## src/rtl/axi_mem_arbiter.sv

```systemverilog
// Two-master to one-slave AXI4 arbiter for the core's shared memory bus.
// Read and write paths are arbitrated independently. Each path has its own
// round-robin pointer, and a grant is held for the whole burst.
module axi_mem_arbiter #(
    parameter int unsigned ADDR_WIDTH = 32,
    parameter int unsigned DATA_WIDTH = 32,
    parameter int unsigned ID_WIDTH   = 4
) (
    input  logic                      clock,
    input  logic                      reset,
    // master 0: icache refill / direct fetch
    input  logic                      m0_arvalid,
    input  logic [ADDR_WIDTH-1:0]     m0_araddr,
    input  logic [ID_WIDTH-1:0]       m0_arid,
    input  logic [7:0]                m0_arlen,
    input  logic [2:0]                m0_arsize,
    input  logic [1:0]                m0_arburst,
    output logic                      m0_arready,
    output logic                      m0_rvalid,
    output logic [DATA_WIDTH-1:0]     m0_rdata,
    output logic [1:0]                m0_rresp,
    output logic                      m0_rlast,
    output logic [ID_WIDTH-1:0]       m0_rid,
    input  logic                      m0_rready,
    input  logic                      m0_awvalid,
    input  logic [ADDR_WIDTH-1:0]     m0_awaddr,
    input  logic [ID_WIDTH-1:0]       m0_awid,
    input  logic [7:0]                m0_awlen,
    input  logic [2:0]                m0_awsize,
    input  logic [1:0]                m0_awburst,
    output logic                      m0_awready,
    input  logic                      m0_wvalid,
    input  logic [DATA_WIDTH-1:0]     m0_wdata,
    input  logic [DATA_WIDTH/8-1:0]   m0_wstrb,
    input  logic                      m0_wlast,
    output logic                      m0_wready,
    output logic                      m0_bvalid,
    output logic [1:0]                m0_bresp,
    output logic [ID_WIDTH-1:0]       m0_bid,
    input  logic                      m0_bready,
    // master 1: LSU / dcache
    input  logic                      m1_arvalid,
    input  logic [ADDR_WIDTH-1:0]     m1_araddr,
    input  logic [ID_WIDTH-1:0]       m1_arid,
    input  logic [7:0]                m1_arlen,
    input  logic [2:0]                m1_arsize,
    input  logic [1:0]                m1_arburst,
    output logic                      m1_arready,
    output logic                      m1_rvalid,
    output logic [DATA_WIDTH-1:0]     m1_rdata,
    output logic [1:0]                m1_rresp,
    output logic                      m1_rlast,
    output logic [ID_WIDTH-1:0]       m1_rid,
    input  logic                      m1_rready,
    input  logic                      m1_awvalid,
    input  logic [ADDR_WIDTH-1:0]     m1_awaddr,
    input  logic [ID_WIDTH-1:0]       m1_awid,
    input  logic [7:0]                m1_awlen,
    input  logic [2:0]                m1_awsize,
    input  logic [1:0]                m1_awburst,
    output logic                      m1_awready,
    input  logic                      m1_wvalid,
    input  logic [DATA_WIDTH-1:0]     m1_wdata,
    input  logic [DATA_WIDTH/8-1:0]   m1_wstrb,
    input  logic                      m1_wlast,
    output logic                      m1_wready,
    output logic                      m1_bvalid,
    output logic [1:0]                m1_bresp,
    output logic [ID_WIDTH-1:0]       m1_bid,
    input  logic                      m1_bready,
    // slave port to the SoC crossbar
    output logic                      s_arvalid,
    output logic [ADDR_WIDTH-1:0]     s_araddr,
    output logic [ID_WIDTH-1:0]       s_arid,
    output logic [7:0]                s_arlen,
    output logic [2:0]                s_arsize,
    output logic [1:0]                s_arburst,
    input  logic                      s_arready,
    input  logic                      s_rvalid,
    input  logic [DATA_WIDTH-1:0]     s_rdata,
    input  logic [1:0]                s_rresp,
    input  logic                      s_rlast,
    input  logic [ID_WIDTH-1:0]       s_rid,
    output logic                      s_rready,
    output logic                      s_awvalid,
    output logic [ADDR_WIDTH-1:0]     s_awaddr,
    output logic [ID_WIDTH-1:0]       s_awid,
    output logic [7:0]                s_awlen,
    output logic [2:0]                s_awsize,
    output logic [1:0]                s_awburst,
    input  logic                      s_awready,
    output logic                      s_wvalid,
    output logic [DATA_WIDTH-1:0]     s_wdata,
    output logic [DATA_WIDTH/8-1:0]   s_wstrb,
    output logic                      s_wlast,
    input  logic                      s_wready,
    input  logic                      s_bvalid,
    input  logic [1:0]                s_bresp,
    input  logic [ID_WIDTH-1:0]       s_bid,
    output logic                      s_bready,
    // status
    output logic                      rd_busy,
    output logic                      wr_busy
);

    typedef enum logic [1:0] {R_IDLE, R_ADDR, R_DATA} rd_state_t;
    typedef enum logic [1:0] {W_IDLE, W_ADDR, W_DATA, W_RESP} wr_state_t;

    rd_state_t rd_state, rd_state_nxt;
    wr_state_t wr_state, wr_state_nxt;
    logic      rgnt, rgnt_nxt, rd_rr, rd_rr_nxt;
    logic      wgnt, wgnt_nxt, wr_rr, wr_rr_nxt;

    // Handshake-relevant signals of the currently granted master
    logic sel_arvalid, sel_rready, sel_awvalid, sel_wvalid, sel_wlast, sel_bready;
    assign sel_arvalid = rgnt ? m1_arvalid : m0_arvalid;
    assign sel_rready  = rgnt ? m1_rready  : m0_rready;
    assign sel_awvalid = wgnt ? m1_awvalid : m0_awvalid;
    assign sel_wvalid  = wgnt ? m1_wvalid  : m0_wvalid;
    assign sel_wlast   = wgnt ? m1_wlast   : m0_wlast;
    assign sel_bready  = wgnt ? m1_bready  : m0_bready;

    assign rd_busy = (rd_state != R_IDLE);
    assign wr_busy = (wr_state != W_IDLE);

    // Read-path state, grant and round-robin pointer registers
    always_ff @(posedge clock) begin
        if (reset) begin
            rd_state <= R_IDLE;
            rgnt     <= 1'b0;
            rd_rr    <= 1'b1;
        end else begin
            rd_state <= rd_state_nxt;
            rgnt     <= rgnt_nxt;
            rd_rr    <= rd_rr_nxt;
        end
    end

    // Read-path arbitration, next state and AR/R channel routing
    always_comb begin
        rd_state_nxt = rd_state;
        rgnt_nxt     = rgnt;
        rd_rr_nxt    = rd_rr;
        s_arvalid    = '0;
        s_araddr     = '0;
        s_arid       = '0;
        s_arlen      = '0;
        s_arsize     = '0;
        s_arburst    = '0;
        s_rready     = '0;
        m0_arready   = '0;
        m1_arready   = '0;
        m0_rvalid    = '0;
        m0_rdata     = '0;
        m0_rresp     = '0;
        m0_rlast     = '0;
        m0_rid       = '0;
        m1_rvalid    = '0;
        m1_rdata     = '0;
        m1_rresp     = '0;
        m1_rlast     = '0;
        m1_rid       = '0;
        case (rd_state)
            R_IDLE: begin
                // the pointer only moves on a tie, so a lone requester does not disturb fairness
                if (m0_arvalid && m1_arvalid) begin
                    rgnt_nxt     = ~rd_rr;
                    rd_rr_nxt    = ~rd_rr;
                    rd_state_nxt = R_ADDR;
                end else if (m0_arvalid || m1_arvalid) begin
                    rgnt_nxt     = m1_arvalid;
                    rd_state_nxt = R_ADDR;
                end
            end
            R_ADDR: begin
                s_arvalid = sel_arvalid;
                s_araddr  = rgnt ? m1_araddr  : m0_araddr;
                s_arid    = rgnt ? m1_arid    : m0_arid;
                s_arlen   = rgnt ? m1_arlen   : m0_arlen;
                s_arsize  = rgnt ? m1_arsize  : m0_arsize;
                s_arburst = rgnt ? m1_arburst : m0_arburst;
                if (rgnt) m1_arready = s_arready;
                else      m0_arready = s_arready;
                if (!sel_arvalid)   rd_state_nxt = R_IDLE;
                else if (s_arready) rd_state_nxt = R_DATA;
            end
            R_DATA: begin
                s_rready = sel_rready;
                if (rgnt) begin
                    m1_rvalid = s_rvalid;
                    m1_rdata  = s_rdata;
                    m1_rresp  = s_rresp;
                    m1_rlast  = s_rlast;
                    m1_rid    = s_rid;
                end else begin
                    m0_rvalid = s_rvalid;
                    m0_rdata  = s_rdata;
                    m0_rresp  = s_rresp;
                    m0_rlast  = s_rlast;
                    m0_rid    = s_rid;
                end
                if (s_rvalid && sel_rready && s_rlast) rd_state_nxt = R_IDLE;
            end
            default: rd_state_nxt = R_IDLE;
        endcase
    end

    // Write-path state, grant and round-robin pointer registers
    always_ff @(posedge clock) begin
        if (reset) begin
            wr_state <= W_IDLE;
            wgnt     <= 1'b0;
            wr_rr    <= 1'b1;
        end else begin
            wr_state <= wr_state_nxt;
            wgnt     <= wgnt_nxt;
            wr_rr    <= wr_rr_nxt;
        end
    end

    // Write-path arbitration, next state and AW/W/B channel routing
    always_comb begin
        wr_state_nxt = wr_state;
        wgnt_nxt     = wgnt;
        wr_rr_nxt    = wr_rr;
        s_awvalid    = '0;
        s_awaddr     = '0;
        s_awid       = '0;
        s_awlen      = '0;
        s_awsize     = '0;
        s_awburst    = '0;
        s_wvalid     = '0;
        s_wdata      = '0;
        s_wstrb      = '0;
        s_wlast      = '0;
        s_bready     = '0;
        m0_awready   = '0;
        m1_awready   = '0;
        m0_wready    = '0;
        m1_wready    = '0;
        m0_bvalid    = '0;
        m0_bresp     = '0;
        m0_bid       = '0;
        m1_bvalid    = '0;
        m1_bresp     = '0;
        m1_bid       = '0;
        case (wr_state)
            W_IDLE: begin
                if (m0_awvalid && m1_awvalid) begin
                    wgnt_nxt     = ~wr_rr;
                    wr_rr_nxt    = ~wr_rr;
                    wr_state_nxt = W_ADDR;
                end else if (m0_awvalid || m1_awvalid) begin
                    wgnt_nxt     = m1_awvalid;
                    wr_state_nxt = W_ADDR;
                end
            end
            W_ADDR: begin
                s_awvalid = sel_awvalid;
                s_awaddr  = wgnt ? m1_awaddr  : m0_awaddr;
                s_awid    = wgnt ? m1_awid    : m0_awid;
                s_awlen   = wgnt ? m1_awlen   : m0_awlen;
                s_awsize  = wgnt ? m1_awsize  : m0_awsize;
                s_awburst = wgnt ? m1_awburst : m0_awburst;
                if (wgnt) m1_awready = s_awready;
                else      m0_awready = s_awready;
                if (!sel_awvalid)   wr_state_nxt = W_IDLE;
                else if (s_awready) wr_state_nxt = W_DATA;
            end
            W_DATA: begin
                s_wvalid = sel_wvalid;
                s_wdata  = wgnt ? m1_wdata : m0_wdata;
                s_wstrb  = wgnt ? m1_wstrb : m0_wstrb;
                s_wlast  = sel_wlast;
                if (wgnt) m1_wready = s_wready;
                else      m0_wready = s_wready;
                if (sel_wvalid && s_wready && sel_wlast) wr_state_nxt = W_RESP;
            end
            W_RESP: begin
                s_bready = sel_bready;
                if (wgnt) begin
                    m1_bvalid = s_bvalid;
                    m1_bresp  = s_bresp;
                    m1_bid    = s_bid;
                end else begin
                    m0_bvalid = s_bvalid;
                    m0_bresp  = s_bresp;
                    m0_bid    = s_bid;
                end
                if (s_bvalid && sel_bready) wr_state_nxt = W_IDLE;
            end
            default: wr_state_nxt = W_IDLE;
        endcase
    end

endmodule

```

## config.mk

```make
export PLATFORM = sky130hd
export DESIGN_NAME = axi_mem_arbiter
export DESIGN_NICKNAME = d
export VERILOG_FILES = /design/src/rtl/axi_mem_arbiter.sv
export SDC_FILE = /design/constraint.sdc
export NUM_CORES = 1
export LEC_CHECK = 0
export BUFFER_PORTS_ARGS = -buffer_cell sky130_fd_sc_hd__buf_4
export CORE_AREA = 2 2 222 224
export DETAILED_ROUTE_END_ITERATION = 10
export DIE_AREA = 0 0 224 226
export GPL_TIMING_DRIVEN = 0
export MAX_ROUTING_LAYER = met4
export PLACE_DENSITY = 0.35
export SETUP_SLACK_MARGIN = 0.3
export SLEW_MARGIN = 0
export SYNTH_ARGS = -nofsm -noshare
export SYNTH_HDL_FRONTEND = slang
export SYNTH_SLANG_ARGS = --single-unit
export TNS_END_PERCENT = 1
```

## constraint.sdc

```tcl
create_clock -name clock -period 1.94 [get_ports clock]
set_input_delay 0.097 -clock clock [delete_from_list [all_inputs] [get_ports clock]]
set_output_delay 0.097 -clock clock [all_outputs]
set_load 0.01 [all_outputs]
```

==> flow_metrics.py <==
metrics = {
    "outcome": {
        "outcome": "finished, final reports clean",
    },
    "global_route": {
        "grt_pass1_vias": 5512,
        "grt_usage": 0.09074,
        "grt_pass1_wl_mm": 33.42,
        "globalRouteOverflowTotal": 0,
        "grt_antenna_before_repair": 0,
        "grt_max_degree": 11,
    },
    "cells_and_area": {
        "nets": 1394,
        "fin_area_um2": 8522,
        "diodes": 0,
        "drive_gt1_frac": 0.5943,
        "stdcell_count": 1682,
        "syn_to_final_growth_pct": 161.3,
    },
    "critical_path": {
        "rrSetupSlack_ns": 0.74,
        "crit_buf_inv": 4,
        "crit_arrival_ns": 1.59,
        "r2r_cells": 4,
        "start_kind": "register",
        "slowest_delay_ns": 0.28,
        "cp.required_ns": 1.84,
        "reg2reg_from": "rd_state[1]",
        "reg2reg_to": "rd_state[0]",
        "cp_top_family": "buffers and inverters",
        "path_common_cell": "buf_4",
        "slowest_stage": "dfxtp_1",
        "cp-end-kind": "output port",
        "path_class": "register to output port",
        "cp_max_fo": 10,
        "cp_cell_sequence": "buf_2 -> nand2b_1 -> buf_4 -> buf_4 -> nor2_2 -> buf_4",
    },
    "sta": {
        "worst_slew_pin_slew_ns": 0.6115,
        "max_freq_mhz": 593.8,
        "min_period_over_period": 0.8680,
        "finalClockSkew_ns": 0.0002290,
        "hold_viol": 0,
        "fin_crit_ns": 1.684,
        "drv_slew": 0,
        "slew_headroom": 0.5924,
        "whs_ns": 0.1544,
        "tns_ns": 0,
        "final-setup-viol-count": 0,
        "fin_ws_ns": 0.2560,
        "rsz0062_at_grt": "yes",
    },
    "route": {
        "vias_per_cell": 3.288,
        "wirelength_mm": 24.81,
        "wl_met1_mm": 8.974,
        "met3_length_mm": 1.796,
        "wl_met2_mm": 13.62,
        "drc": 0,
        "num_vias": 5530,
        "wl_per_cell_um": 14.75,
        "top_layer": "met4",
        "ant_nets": 0,
        "first_pass_iters": 6,
        "drt-initial-drc-count": 133,
    },
    "cts": {
        "path_clk_slew_ns": 0.04,
        "clock-root-buffer": "clkbuf_16",
        "clk_latency_ns": 0.24,
        "cts_sinks": 8,
        "cts_tree": "done",
        "cts_buffer_depth": 2,
        "cts_made_buffers": 3,
        "ctsHtreeMaxLevel": 1,
    },
    "place": {
        "dpl.hpwl_mm": 22.42,
        "pre_cts_ws_ns": 0.07768,
        "io_buffers": 572,
        "post-place-cells": 1679,
        "gp_congestion": 0.8206,
        "placed_area_um2": 8334,
    },
    "die": {
        "die_h_um": 226,
        "io-pin-count": 574,
        "rows": 81,
        "start_util": 0.06747,
        "dieArea_um2": 50620,
        "core_region_area_um2": 48340,
        "die_x_um": 224,
    },
    "yosys": {
        "synthFlopType": "dfxtp_1",
        "yosys-top-cells-count": "nor2_1 (147), mux2i_1 (140), and2_1 (93)",
        "yosysSeqAreaShare": 0.04910,
        "synth.distinct_cells": 29,
        "synthCells": 485,
        "yosysMostFrequentCell": "nor2_1",
        "synth_area_leaders": "mux2i_1 (43%), and2_1 (18%), nor2_1 (17%)",
        "synth.largest_area_cell": "mux2i_1",
        "yosysWarnings": 0,
        "synth-edff-count": 0,
        "ys_ff_latch": 8,
        "synthesis.nets": 817,
        "avgSynthCellArea_um2": 6.726,
        "netlist_area_um2": 3262,
        "async_flop_share": 0,
        "netlist.area_leader.share": 0.4296,
    },
    "flow_run": {
        "max-cap-violations": 0,
    },
    "power_and_ir_drop": {
        "p_leak_nw": 4.250,
        "powerDensity_nw_per_um2": 281.8,
        "ir_drop_mv": 0.1716,
    },
    "hold_path": {
        "holdPathStages": 3,
        "hp-class": "primary input to register",
        "hold_end": "wgnt",
        "hold_start": "m1_awvalid",
    },
}
==> cell usage in the layout, fill, tap and decap left out, drive strengths merged, types with 2 or more instances in the layout <==
cell type	instances
buf	601
nor2	147
mux2i	140
and2	93
clkbuf	18
dfxtp	8
nand2	7
and3	5
a21oi	5
inv	5
o21ai	4
nand2b	4
nor2b	3
nand4	3
a21o	3
nand3b	2
nand3	2
a31o	2
or3	2
==> worst max-delay path by stage <==
stage / from / depth (start not counted) / end / slack (ns)
final: wr_state[0] / 6 / s_wdata[19] / 0.26
after floorplan: wr_state[0] / 5 / s_wdata[11] / 0.76
after global placement: wr_state[0] / 6 / s_awaddr[19] / 0.08
after CTS: wr_state[0] / 6 / s_wdata[19] / 0.22
after detailed placement: rgnt / 6 / m1_rdata[11] / 0.08
after global routing: rd_state[1] / 5 / s_arlen[1] / 0.14
==> final cells by class <==
| cell class | count | area, µm² |
|---|---|---|
| fill | 5508 | 39820 |
| timing repair buffer | 572 | 4294 |
| multi-input combinational | 428 | 2873 |
| tap | 622 | 778.2 |
| buffer | 44 | 322.8 |
| sequential | 8 | 160.2 |
| clock buffer | 3 | 75.07 |
| inverter | 5 | 18.77 |
==> worst min-delay path, cell delays in order <==
cell     delay (ns)
buf_4          0.13
nand3_1        0.06
a21oi_1        0.05
==> cells by family (layout without fill, tap and decap cells) <==
kind of cell / count (synthesis) / after routing / share of synthesized area
buffers and inverters: 49 / 624 / 0.08593
DFF: 8 / 8 / 0.04910
and+or+nand+nor: 271 / 271 / 0.4020
AOI/OAI and AO/OA: 17 / 17 / 0.03337
muxes: 140 / 140 / 0.4296
==> where the power goes <==
part	internal, W	total (W)	switching (W)
Sequential	0.000179	0.000185	0.00000671
Combinational	0.00103	0.00185	0.000817
Clock	0.000267	0.000365	0.0000972
==> through the flow <==
stage | utilization | power (W)
after detailed placement | 0.1724 | 0.002027
after CTS | 0.1763 | 0.002457
after floorplan | - | 0.0009317
final | 0.1763 | 0.002402
after global routing | 0.1763 | 0.002585
after global placement | 0.1724 | 0.002028
==> per-layer routing <==
| metal | up-vias | global-route usage |
|---|---|---|
| li1 | 2749 | - |
| met2 | 331 | 0.1800 |
| met5 | - | - |
| met3 | 16 | 0.01874 |
| met1 | 2434 | 0.09034 |
| met4 | 0 | 0.01914 |
==> timing repair <==
item / in CTS / in global routing
gates cloned: 0 / 0
hold buffers: 0 / 0
endpoints found under the setup margin: 210 / 205
pin swaps: 1 / 0
buffers inserted: 0 / 0
hold endpoints to repair: 0 / 0
gates resized for setup: 36 / 2
Note: power is estimated with default switching activity, not from simulation.
